## config.mk

```make
export PLATFORM = sky130hd
export DESIGN_NAME = alu_arbiter
export DESIGN_NICKNAME = d
export VERILOG_FILES = /design/src/rtl/alu_arbiter.sv
export SDC_FILE = /design/constraint.sdc
export NUM_CORES = 1
export LEC_CHECK = 0
export BUFFER_PORTS_ARGS = -buffer_cell sky130_fd_sc_hd__buf_2
export CAP_MARGIN = 25
export CORE_AREA = 2 2 254 256
export CTS_CLUSTER_SIZE = 12
export DETAILED_ROUTE_END_ITERATION = 6
export DIE_AREA = 0 0 256 258
export GPL_TIMING_DRIVEN = 1
export PLACE_DENSITY_LB_ADDON = 0.1
export SLEW_MARGIN = 10
export SYNTH_ARGS = -nofsm -noshare
export SYNTH_HDL_FRONTEND = slang
export SYNTH_SLANG_ARGS = --single-unit
```

## constraint.sdc

```tcl
create_clock -name clk -period 27.8 [get_ports clk]
set_clock_uncertainty 0.15 [all_clocks]
set_input_delay 5.56 -clock clk [delete_from_list [all_inputs] [get_ports clk]]
set_output_delay 5.56 -clock clk [all_outputs]
set_load 0.02 [all_outputs]
```

## src/rtl/alu_arbiter.sv

```systemverilog
// Two-requester front end for one shared combinational ALU: a single issue stage
// (S1) fed by a round-robin or fixed-priority arbiter, plus one result buffer per requester.

`ifndef XLEN
`define XLEN 64
`endif
`ifndef ALUOP_LEN
`define ALUOP_LEN 4
`endif

module alu_arbiter #(
   parameter int RR_EN = 1
) (
   input  logic                  clk,
   input  logic                  rst,
   input  logic                  flush_i,

   input  logic                  r0_valid_i,
   output logic                  r0_ready_o,
   input  logic [`XLEN-1:0]      r0_a_i,
   input  logic [`XLEN-1:0]      r0_b_i,
   input  logic [`ALUOP_LEN-1:0] r0_op_i,
   input  logic [3:0]            r0_tag_i,
   output logic                  r0_res_valid_o,
   input  logic                  r0_res_ready_i,
   output logic [`XLEN-1:0]      r0_res_o,
   output logic                  r0_cmp_o,
   output logic [3:0]            r0_tag_o,

   input  logic                  r1_valid_i,
   output logic                  r1_ready_o,
   input  logic [`XLEN-1:0]      r1_a_i,
   input  logic [`XLEN-1:0]      r1_b_i,
   input  logic [`ALUOP_LEN-1:0] r1_op_i,
   input  logic [3:0]            r1_tag_i,
   output logic                  r1_res_valid_o,
   input  logic                  r1_res_ready_i,
   output logic [`XLEN-1:0]      r1_res_o,
   output logic                  r1_cmp_o,
   output logic [3:0]            r1_tag_o,

   output logic [`XLEN-1:0]      alu_a_o,
   output logic [`XLEN-1:0]      alu_b_o,
   output logic [`ALUOP_LEN-1:0] alu_op_o,
   input  logic [`XLEN-1:0]      alu_out_i,
   input  logic                  alu_cmp_i,

   output logic [31:0]           conflict_cnt_o
);

   logic [1:0]            req_valid;
   logic [1:0]            res_ready;
   logic [1:0]            pop;
   logic [1:0]            rb_load;
   logic                  grant;
   logic                  drain;
   logic                  can_accept;
   logic                  accept;

   logic                  s1_valid;
   logic                  s1_owner;
   logic [`XLEN-1:0]      s1_a;
   logic [`XLEN-1:0]      s1_b;
   logic [`ALUOP_LEN-1:0] s1_op;
   logic [3:0]            s1_tag;

   logic [1:0]            rb_valid;
   logic [1:0]            rb_cmp;
   logic [`XLEN-1:0]      rb_res [2];
   logic [3:0]            rb_tag [2];

   logic                  last_grant;
   logic [31:0]           conflict_cnt;

   logic [`XLEN-1:0]      sel_a;
   logic [`XLEN-1:0]      sel_b;
   logic [`ALUOP_LEN-1:0] sel_op;
   logic [3:0]            sel_tag;

   assign req_valid  = {r1_valid_i, r0_valid_i};
   assign res_ready  = {r1_res_ready_i, r0_res_ready_i};
   assign pop        = rb_valid & res_ready;
   assign drain      = s1_valid & (~rb_valid[s1_owner] | pop[s1_owner]);
   // rst gates acceptance so no ready is shown while the block is held in reset
   assign can_accept = (~s1_valid | drain) & ~flush_i & ~rst;
   assign rb_load    = {drain & s1_owner, drain & ~s1_owner};

   always_comb begin
      grant = 1'b0;
      case (req_valid)
         2'b10:   grant = 1'b1;
         2'b11:   grant = (RR_EN != 0) ? ~last_grant : 1'b0;
         default: grant = 1'b0;
      endcase
   end

   assign r0_ready_o = can_accept & r0_valid_i & ~grant;
   assign r1_ready_o = can_accept & r1_valid_i & grant;
   assign accept     = r0_ready_o | r1_ready_o;

   always_comb begin
      sel_a   = r0_a_i;
      sel_b   = r0_b_i;
      sel_op  = r0_op_i;
      sel_tag = r0_tag_i;
      if (grant) begin
         sel_a   = r1_a_i;
         sel_b   = r1_b_i;
         sel_op  = r1_op_i;
         sel_tag = r1_tag_i;
      end
   end

   // Issue stage: a new accept may overwrite S1 in the same cycle it drains
   always_ff @(posedge clk or posedge rst) begin
      if (rst) begin
         s1_valid <= 1'b0;
         s1_owner <= 1'b0;
         s1_a     <= '0;
         s1_b     <= '0;
         s1_op    <= '0;
         s1_tag   <= '0;
      end else if (flush_i) begin
         s1_valid <= 1'b0;
      end else if (accept) begin
         s1_valid <= 1'b1;
         s1_owner <= grant;
         s1_a     <= sel_a;
         s1_b     <= sel_b;
         s1_op    <= sel_op;
         s1_tag   <= sel_tag;
      end else if (drain) begin
         s1_valid <= 1'b0;
      end
   end

   always_ff @(posedge clk or posedge rst) begin
      if (rst) begin
         rb_valid  <= '0;
         rb_cmp    <= '0;
         rb_res[0] <= '0;
         rb_res[1] <= '0;
         rb_tag[0] <= '0;
         rb_tag[1] <= '0;
      end else begin
         if (flush_i) begin
            rb_valid <= '0;
         end else begin
            rb_valid <= (rb_valid & ~pop) | rb_load;
         end
         if (rb_load[0]) begin
            rb_res[0] <= alu_out_i;
            rb_cmp[0] <= alu_cmp_i;
            rb_tag[0] <= s1_tag;
         end
         if (rb_load[1]) begin
            rb_res[1] <= alu_out_i;
            rb_cmp[1] <= alu_cmp_i;
            rb_tag[1] <= s1_tag;
         end
      end
   end

   // last_grant resets to 1 so that requester 0 wins the first conflict
   always_ff @(posedge clk or posedge rst) begin
      if (rst) begin
         last_grant <= 1'b1;
      end else if (accept) begin
         last_grant <= grant;
      end
   end

   always_ff @(posedge clk or posedge rst) begin
      if (rst) begin
         conflict_cnt <= '0;
      end else if (r0_valid_i && r1_valid_i && (conflict_cnt != 32'hFFFF_FFFF)) begin
         conflict_cnt <= conflict_cnt + 32'd1;
      end
   end

   assign alu_a_o        = s1_valid ? s1_a  : '0;
   assign alu_b_o        = s1_valid ? s1_b  : '0;
   assign alu_op_o       = s1_valid ? s1_op : '0;

   assign r0_res_valid_o = rb_valid[0];
   assign r0_res_o       = rb_res[0];
   assign r0_cmp_o       = rb_cmp[0];
   assign r0_tag_o       = rb_tag[0];
   assign r1_res_valid_o = rb_valid[1];
   assign r1_res_o       = rb_res[1];
   assign r1_cmp_o       = rb_cmp[1];
   assign r1_tag_o       = rb_tag[1];

   assign conflict_cnt_o = conflict_cnt;

endmodule

```

Word-level counts from Yosys, hierarchy flattened
Cells that the tools add are included.
Widths: inputs -> output; s select.
Word-level totals
  register bits: 311
  latch bits: 0
  logic and storage cells: 63
  bits in writable memories: 0
  memories: 0
  ROM bits: 0
  output and inout port bits: 306
Operators by class
  muxes and demuxes: 16
  shift-type cells: 0
  bitwise gates (word level): 23
  multipliers: 0
  divide/modulo/power cells: 0
  reduce and logical (&&, ||, !) cells: 4
  order comparisons: 1
  equal/unequal tests: 3
  add/sub/neg operators: 1
Operator list (count)
  $mux 64: 4
  $add 32x1->32 const B: 1
  $ne 32x32->1 const B: 1
  $mux 4: 3
  $and 1x1->1: 9
  $mux 1: 7
  $not 1->1: 7
  $and 2x2->2: 2
  $eq 2x2->1 const B: 2
  $or 1x1->1: 3
  $reduce_bool 3->1: 1
  $logic_and 1x1->1: 2
  $lt 1x2->1 const B: 1
  $mux 2: 1
  $not 2->2: 1
  $or 2x2->2: 1
  $pmux 1 s2: 1
  $reduce_and 2->1: 1

Depth between registers and ports, before layout
Gate-level depths: netlist (run 1).
  word-level depth: 13
  mapped depth: 7

Worst setup path after synthesis (run 1)
Ideal clock, no wire load.
  path type: input port to output port
  from: in r1_res_ready_i
  to: out r0_ready_o
  stages on the path: 5
  buffers on the path: 0
  arrival time: 6471 ps
  setup slack: 15619 ps
  cells stage by stage: and3b_1 > o21ai_0 > and2_1 > nand2_1 > nor2_1
On the way
  word-level cells in the longest chain between the ends: 10
Ends and longest elaborated chain
  from (decl): line 37  | input logic r1_res_ready_i,
  $and 2x2->2: line 82  | assign pop = rb_valid & res_ready;
  $mux 1 (not written as such) (2 in a row): line 83  | assign drain = s1_valid & (~rb_valid[s1_owner] | pop[s1_owner]);
  $or 1x1->1: line 83
  $and 1x1->1: line 83
  $or 1x1->1: line 85  | assign can_accept = (~s1_valid | drain) & ~flush_i & ~rst;
  $and 1x1->1 (2 in a row): line 85
  $and 1x1->1 (2 in a row): line 97  | assign r0_ready_o = can_accept & r0_valid_i & ~grant;
  to (decl): line 19  | output logic r0_ready_o,
Every way passes these cells. The select of a mux whose other input is x is not followed.

Worst setup path after layout (run 1)
Ends and elaborated chain as after synthesis.

==> results of run 1 <==
## cell usage in the layout (no fill, tap or decap), drive strengths merged, types with 10 or more instances in the layout
master / n
buf: 660
dfrtp: 310
nor2: 144
mux2: 139
a21oi: 138
mux2i: 136
and2: 134
clkbuf: 61
xnor2: 19
nand3: 17
nand2: 13
nand4: 12
xor2: 11
and3: 10
## worst max-delay path: cells and delay by family
| kind | cells | cell delay, ns |
|---|---|---|
| AOI/OAI and AO/OA | 1 | 0.36 |
| buffers and inverters | 2 | 0.25 |
| and+or+nand+nor | 4 | 0.53 |
## metal layers
metal,routed length [microns],share of wire
met5,13,0.00024
met4,1390,0.026
met3,3630,0.068
met2,27700,0.52
met1,20800,0.39
## worst min-delay path by stage
stage               slack [ns]                              to
floorplan                 0.34             s1_a[0]$_DFFE_PP0P_
global placement          0.32  conflict_cnt_o[24]$_DFFE_PP0P_
detailed placement        0.34  conflict_cnt_o[24]$_DFFE_PP0P_
CTS                       0.35        r0_res_o[62]$_DFFE_PP0P_
global route              0.37  conflict_cnt_o[24]$_DFFE_PP0P_
finish                    0.34  conflict_cnt_o[24]$_DFFE_PP0P_
## cell type report
cell class | instances | share of cell area
antenna | 4 | 0.000512
clock buffer | 61 | 0.0625
clock inverter | 13 | 0.00909
inverter | 4 | 0.00115
multi-input combinational | 813 | 0.302
sequential | 311 | 0.398
tap | 855 | 0.0547
timing repair buffer | 660 | 0.172
## state kept, by name, summed over array words and instances, names as in the netlist
name	cells
r0_res_o	64
r1_res_o	64
s1_a	64
s1_b	64
conflict_cnt_o	32
r0_tag_o	4
r1_tag_o	4
s1_op	4
s1_tag	4
rb_cmp	2
rb_valid	2
last_grant	1
s1_owner	1
s1_valid	1
## kinds of logic after synthesis
group,after synthesis,synth area share
AOI/OAI and AO/OA,149,0.0548
xor gates and xnor gates,30,0.0187
adders and majority gates,1,0.000892
buffers and inverters,84,0.0268
DFF,311,0.555
muxes,275,0.209
and+or+nand+nor,358,0.135
## where the power goes
group	internal [mW]	switching (mW)	leakage [nW]
clock	0.333	0.212	0.682
combinational	0.177	0.272	5.19
sequential	0.565	0.0595	3.60
total	1.08	0.543	9.47
## stage by stage
step	hold WS, ns	util	setup slack [ns]
after floorplan	0.337	-	13.49
after global placement	0.323	0.285	15.37
after detailed placement	0.338	0.285	15.39
after CTS	0.353	0.307	15.39
after global routing	0.367	0.307	15.31
final	0.345	0.307	15.40
==> impl_metrics.json, run 1 <==
{
  "status": "finished, final reports clean",
  "max-vdd-ir-drop_mv": 0.0390,
  "die_h_microns": 258,
  "synth_edf_count": 0,
  "post_dp_cell_area_sq_um": 18100,
  "synth_commonest_cells": "dfrtp_1, nor2_1, mux2_2",
  "yosysWarnings": 0,
  "grt_use_total": 0.158,
  "num-fill-cells": 6751,
  "syn2layout_area_growth_pct": 39.4,
  "grt_pass1_vias": 11700,
  "hold_start": "conflict_cnt_o[24]$_DFFE_PP0P_",
  "path_cells": "buf_2 -> and3b_1 -> o21ai_0 -> and2_1 -> nand2_1 -> nor2_1 -> buf_2",
  "p_leak_nw": 9.47,
  "wl_per_cell_microns": 19.6,
  "worst_skew_pair.late_latency_ns": 0.57,
  "p_per_area_nw_per_um2": 82.8,
  "ff_latch_area_sq_um": 7790,
  "grt.overflow.total": 0,
  "busiest_layer": "met2",
  "yosysMostFrequentCell": "dfrtp_1",
  "p_total_mw": 1.62,
  "syn_area_per_cell_sq_um": 11.6,
  "drt-total-wl_microns": 53400,
  "antenna_found_initial": 9,
  "slowest_stage": "o21ai_0",
  "tns_ns": 0,
  "r2r_end": "s1_b[2]$_DFFE_PP0P_",
  "yosysTopAreaCell": "dfrtp_1",
  "globalRouteMet1Util": 0.180,
  "min_period_ns": 12.40,
  "clock.fmax_ghz": 0.0806,
  "clk_pin_slew_worst_paths_ns": 0.06,
  "ys_seq_area_frac": 0.555,
  "cts_hold_buf": 0,
  "routabilityCongestion": 0.867,
  "max_slew_margin": 0.311,
  "grt_first_pass_wirelength_microns": 78800,
  "timing.final.crit_share": 0.446,
  "crit_start": "r1_res_ready_i",
  "cp-end-kind": "primary output",
  "htreeDepth": 2,
  "cap_violations": 0,
  "clock_sinks": 311,
  "first_iter_violations": 546,
  "finish.instance_area_sq_um": 19600,
  "antenna_left": 0,
  "worst_ep_required_time_ns": 22.09,
  "start_kind": "input pin",
  "dp.cells": 2642,
  "ios": 650,
  "critPathMostFrequentCell": "buf_2",
  "ctsResizeCount": 0,
  "cts_made_buffers": 41,
  "worst-setup-path-type": "in2out",
  "finalNetCount": 2176,
  "ys_ff_latch": 311,
  "synth_area_leaders": "dfrtp_1, mux2_2, mux2i_1",
  "detail_route.vias_per_cell": 4.20,
  "hold_class": "reg2reg",
  "drive_above_1_share": 0.474,
  "met3_usage": 0.0477,
  "setup-violations-final": 0,
  "yosys_most_used_dff": "dfrtp_1",
  "syn_nets": 1553,
  "r2r_start": "last_grant$_DFFE_PP1P_",
  "initial_core_util": 0.220,
  "syn-cell-area_sq_um": 14000,
  "portBuffers": 649,
  "rr_worst_depth": 6,
  "crit_path_max_incr_delay_ns": 0.36,
  "multi_input_area_sq_um": 5900,
  "row_count": 93,
  "grt_use_met2": 0.281,
  "first_pass_iters": 5,
  "root_buffer": "clkbuf_16",
  "coreArea_sq_um": 63600,
  "cts.path.max_buffers": 3,
  "min_path_cells": 1,
  "arrival_ns": 6.69,
  "cts_tree": "yes",
  "die_w_microns": 256,
  "drc_errors": 0,
  "worstSetupEndpoint": "r0_ready_o",
  "ys_types": 48,
  "dieArea_sq_um": 66000,
  "r2r_slack_ns": 24.17,
  "grt_max_degree": 210,
  "tightest_slew_ns": 1.03,
  "rsz0062_at_grt": "no",
  "maxSlewViolCount": 0,
  "vias": 11400,
  "synth-async-reset-ratio": 1.00,
  "synth_top_area_frac": 0.553,
  "fin_cells": 2721,
  "hold_viol_final": 0,
  "cp_max_fo": 4,
  "dpl.hpwl_microns": 40300,
  "synthCells": 1208,
  "cts_setup_buffers": 0
}
(Power assumes the default switching activity.)
==> run 2: changes to the inputs <==
--- a/config.mk
+++ b/config.mk
@@ -5,12 +5,13 @@
 export SDC_FILE = /design/constraint.sdc
 export NUM_CORES = 1
 export LEC_CHECK = 0
+export ABC_AREA = 1
 export BUFFER_PORTS_ARGS = -buffer_cell sky130_fd_sc_hd__buf_2
 export CAP_MARGIN = 25
-export CORE_AREA = 2 2 254 256
+export CORE_AREA = 2 2 252 254
 export CTS_CLUSTER_SIZE = 12
 export DETAILED_ROUTE_END_ITERATION = 6
-export DIE_AREA = 0 0 256 258
+export DIE_AREA = 0 0 254 256
 export GPL_TIMING_DRIVEN = 1
 export PLACE_DENSITY_LB_ADDON = 0.1
 export SLEW_MARGIN = 10
==> constraint.sdc (replaced) <==
create_clock -name clk -period 10 [get_ports clk]
set_clock_uncertainty 0.15 [all_clocks]
set_input_delay 2 -clock clk [delete_from_list [all_inputs] [get_ports clk]]
set_output_delay 2 -clock clk [all_outputs]
set_load 0.02 [all_outputs]
==> run 2 against run 1 <==
  * Synthesized cell count rose by 47%
  * Register-to-register slack got worse by 18 ns
  * Wire length grew 4.9%
  * Final cell count up 20%
  * Sequential cell count is the same
  * Core utilization up 1.6 points
  * Hold slack got worse by 0.025 ns
  * Sequential power rose to 2.9 times the previous value
  * Power rose to 2.9 times the previous value
  * Clock-buffer cell count shrank 5
  * Clock power rose to 2.7 times the previous value
==> impl_metrics.json, run 2 <==
{
  "drive_above_1_share": 0.310,
  "min_to": "last_grant$_DFFE_PP1P_",
  "tns_ns": 0,
  "row_count": 92,
  "die_h_microns": 256,
  "clock_power_share": 0.317,
  "dr_wl_met2_microns": 27500,
  "syn_nets": 2117,
  "initial_core_util": 0.236,
  "vias": 13600,
  "yosysTopAreaCell": "dfrtp_1",
  "p_leak_nw": 12.0,
  "hold_start": "last_grant$_DFFE_PP1P_",
  "status": "finished, final reports clean",
  "synthCells": 1772,
  "arrival_ns": 3.44,
  "rr_worst_depth": 8,
  "syn-cell-area_sq_um": 14700,
  "dpl.hpwl_microns": 42300,
  "utilization": 0.323,
  "clock_sinks": 311,
  "finalNetCount": 2732,
  "ys_ff_latch": 311,
  "cp-end-kind": "primary output",
  "r2r_end": "s1_a[43]$_DFFE_PP0P_",
  "yosysWarnings": 0,
  "cts_setup_buffers": 0,
  "max_slew_margin": 0.352,
  "grt_use_total": 0.169,
  "start_kind": "input pin",
  "whs_ns": 0.320,
  "ys_seq_area_frac": 0.529,
  "wl_met1_microns": 22400,
  "synth_top_area_frac": 0.527,
  "max-vdd-ir-drop_mv": 0.117,
  "p_seq_frac": 0.392,
  "r2r_slack_ns": 6.18,
  "p_sw_mw": 1.70,
  "dieArea_sq_um": 65000,
  "min_period_ns": 5.59,
  "grt_pass1_vias": 13800,
  "grt.overflow.total": 0,
  "portBuffers": 649,
  "worst-setup-path-type": "in2out",
  "sw_frac_of_total": 0.363,
  "synth_area_leaders": "dfrtp_1, nand2_1, mux2i_1",
  "first_iter_violations": 759,
  "dp_slack_ns": 4.38,
  "drc_errors": 0,
  "syn2layout_area_growth_pct": 37.1,
  "timing.final.crit_share": 0.559,
  "wl_met3_microns": 4670,
  "htreeDepth": 2,
  "maxSlewViolCount": 0,
  "worst_ep_required_time_ns": 7.85,
  "cts_made_buffers": 41,
  "hold_class": "reg2reg",
  "cts_tree": "yes",
  "setup-violations-final": 0,
  "yosys_most_used_dff": "dfrtp_1",
  "cts.path.max_buffers": 3,
  "p_per_area_nw_per_um2": 232,
  "post_dp_cell_area_sq_um": 18700,
  "cap_violations": 0,
  "worst_skew_pair.late_latency_ns": 0.56,
  "routabilityCongestion": 0.821,
  "num-fill-cells": 6833,
  "first_pass_iters": 5,
  "setup_slack_ns": 4.41,
  "synth_commonest_cells": "nand2_1, dfrtp_1, o21ai_0",
  "synth-async-reset-ratio": 1.00,
  "ys_types": 28,
  "cts_hold_buf": 0,
  "synth_edf_count": 0,
  "r2r_start": "last_grant$_DFFE_PP1P_",
  "rsz0062_at_grt": "no",
  "clock.fmax_ghz": 0.179,
  "yosysMostFrequentCell": "nand2_1",
  "coreArea_sq_um": 62400,
  "tightest_slew_ns": 0.971,
  "clk_pin_slew_worst_paths_ns": 0.05,
  "detail_route.vias_per_cell": 4.17,
  "grt_max_degree": 114,
  "ios": 650,
  "antenna_left": 0,
  "top_layer_used": "met5",
  "layout_commonest_cell": "buf_2",
  "die_w_microns": 254,
  "internal_power_mw": 2.99,
  "p_comb_frac": 0.291,
  "root_buffer": "clkbuf_16",
  "min_path_cells": 2,
  "grt_first_pass_wirelength_microns": 83800,
  "finish.instance_area_sq_um": 20200,
  "final_cell_mix": "buf_2, nand2_1, dfrtp_1",
  "drt-total-wl_microns": 56100,
  "hold_viol_final": 0,
  "syn_area_per_cell_sq_um": 8.31,
  "ctsResizeCount": 0,
  "cp_max_fo": 44,
  "antenna_found_initial": 27,
  "wl_per_cell_microns": 17.1
}
-- run 2: cell types whose count changed after synthesis, moves of 9 or more --
cell	delta
clkbuf_1	+12
nand4_1	-9
nand2_1	+597
nor2_1	-89
buf_2	-17
xnor2_1	-14
a21oi_1	-138
mux2_2	-139
buf_4	+10
o21ai_1	+28
o21ai_0	+250
and2_1	-132
inv_1	+234
clkbuf_2	+10
-- run 2: cells by family after synthesis --
logic type | after synthesis | synth area share
fa+ha+maj | 1 | 0.000850
buf+inv | 335 | 0.0928
xor+xnor | 12 | 0.00714
simple gates | 695 | 0.181
flops | 311 | 0.529
compound gates | 282 | 0.0964
mux | 136 | 0.0925
-- run 2: critical path: stages --
cell and delay, ns:
buf_2 0.13, nand2_1 0.10, nand2_4 0.06, buf_4 0.63, inv_2 0.12, nand3_1 0.18, inv_1 0.05, buf_2 0.15
-- run 2: per-stage QoR --
| step | total power, mW | cells |
|---|---|---|
| global route | 4.99 | 3268 |
| global placement | 3.22 | 3186 |
| floorplan | 2.65 | 1772 |
| finish | 4.69 | 3269 |
| detailed placement | 3.24 | 3186 |
| CTS | 4.76 | 3260 |
-- run 2: worst max-delay path by stage --
stage	slack, ns	cells past startpoint	to	from
floorplan	3.71	1	conflict_cnt_o[0]$_DFFE_PP0P_	rst
global placement	4.40	8	r1_ready_o	r0_valid_i
detailed placement	4.38	8	r1_ready_o	r0_valid_i
CTS	4.37	8	r1_ready_o	r0_valid_i
global route	4.27	8	r1_ready_o	r0_valid_i
finish	4.41	8	r1_ready_o	r0_valid_i
-- run 2: layout make-up --
| cell class | instances | area (sq um) | area share |
|---|---|---|---|
| Timing Repair Buffer | 667 | 3460 | 0.172 |
| Clock inverter | 18 | 204 | 0.0101 |
| Clock buffer | 56 | 1160 | 0.0576 |
| Multi-Input combinational cell | 1126 | 5580 | 0.277 |
| Antenna cell | 5 | 12.5 | 0.000620 |
| Sequential cell | 311 | 7790 | 0.386 |
| Tap cell | 846 | 1060 | 0.0524 |
| Inverter | 240 | 910 | 0.0451 |
-- run 2: power groups by stage --
stage	sequential (mW)	combinational, mW	clock, mW
final	1.84	1.36	1.49
after global routing	1.89	1.51	1.60
after CTS	1.84	1.38	1.54
after detailed placement	1.86	1.38	0
after global placement	1.85	1.37	0
after floorplan	2.13	0.513	0
-- run 2: per-layer routing --
layer / global-route usage / up-vias
met5: 0 / -
met4: 0.0420 / 20
met3: 0.0574 / 106
met2: 0.295 / 461
met1: 0.198 / 6292
li1: - / 6738
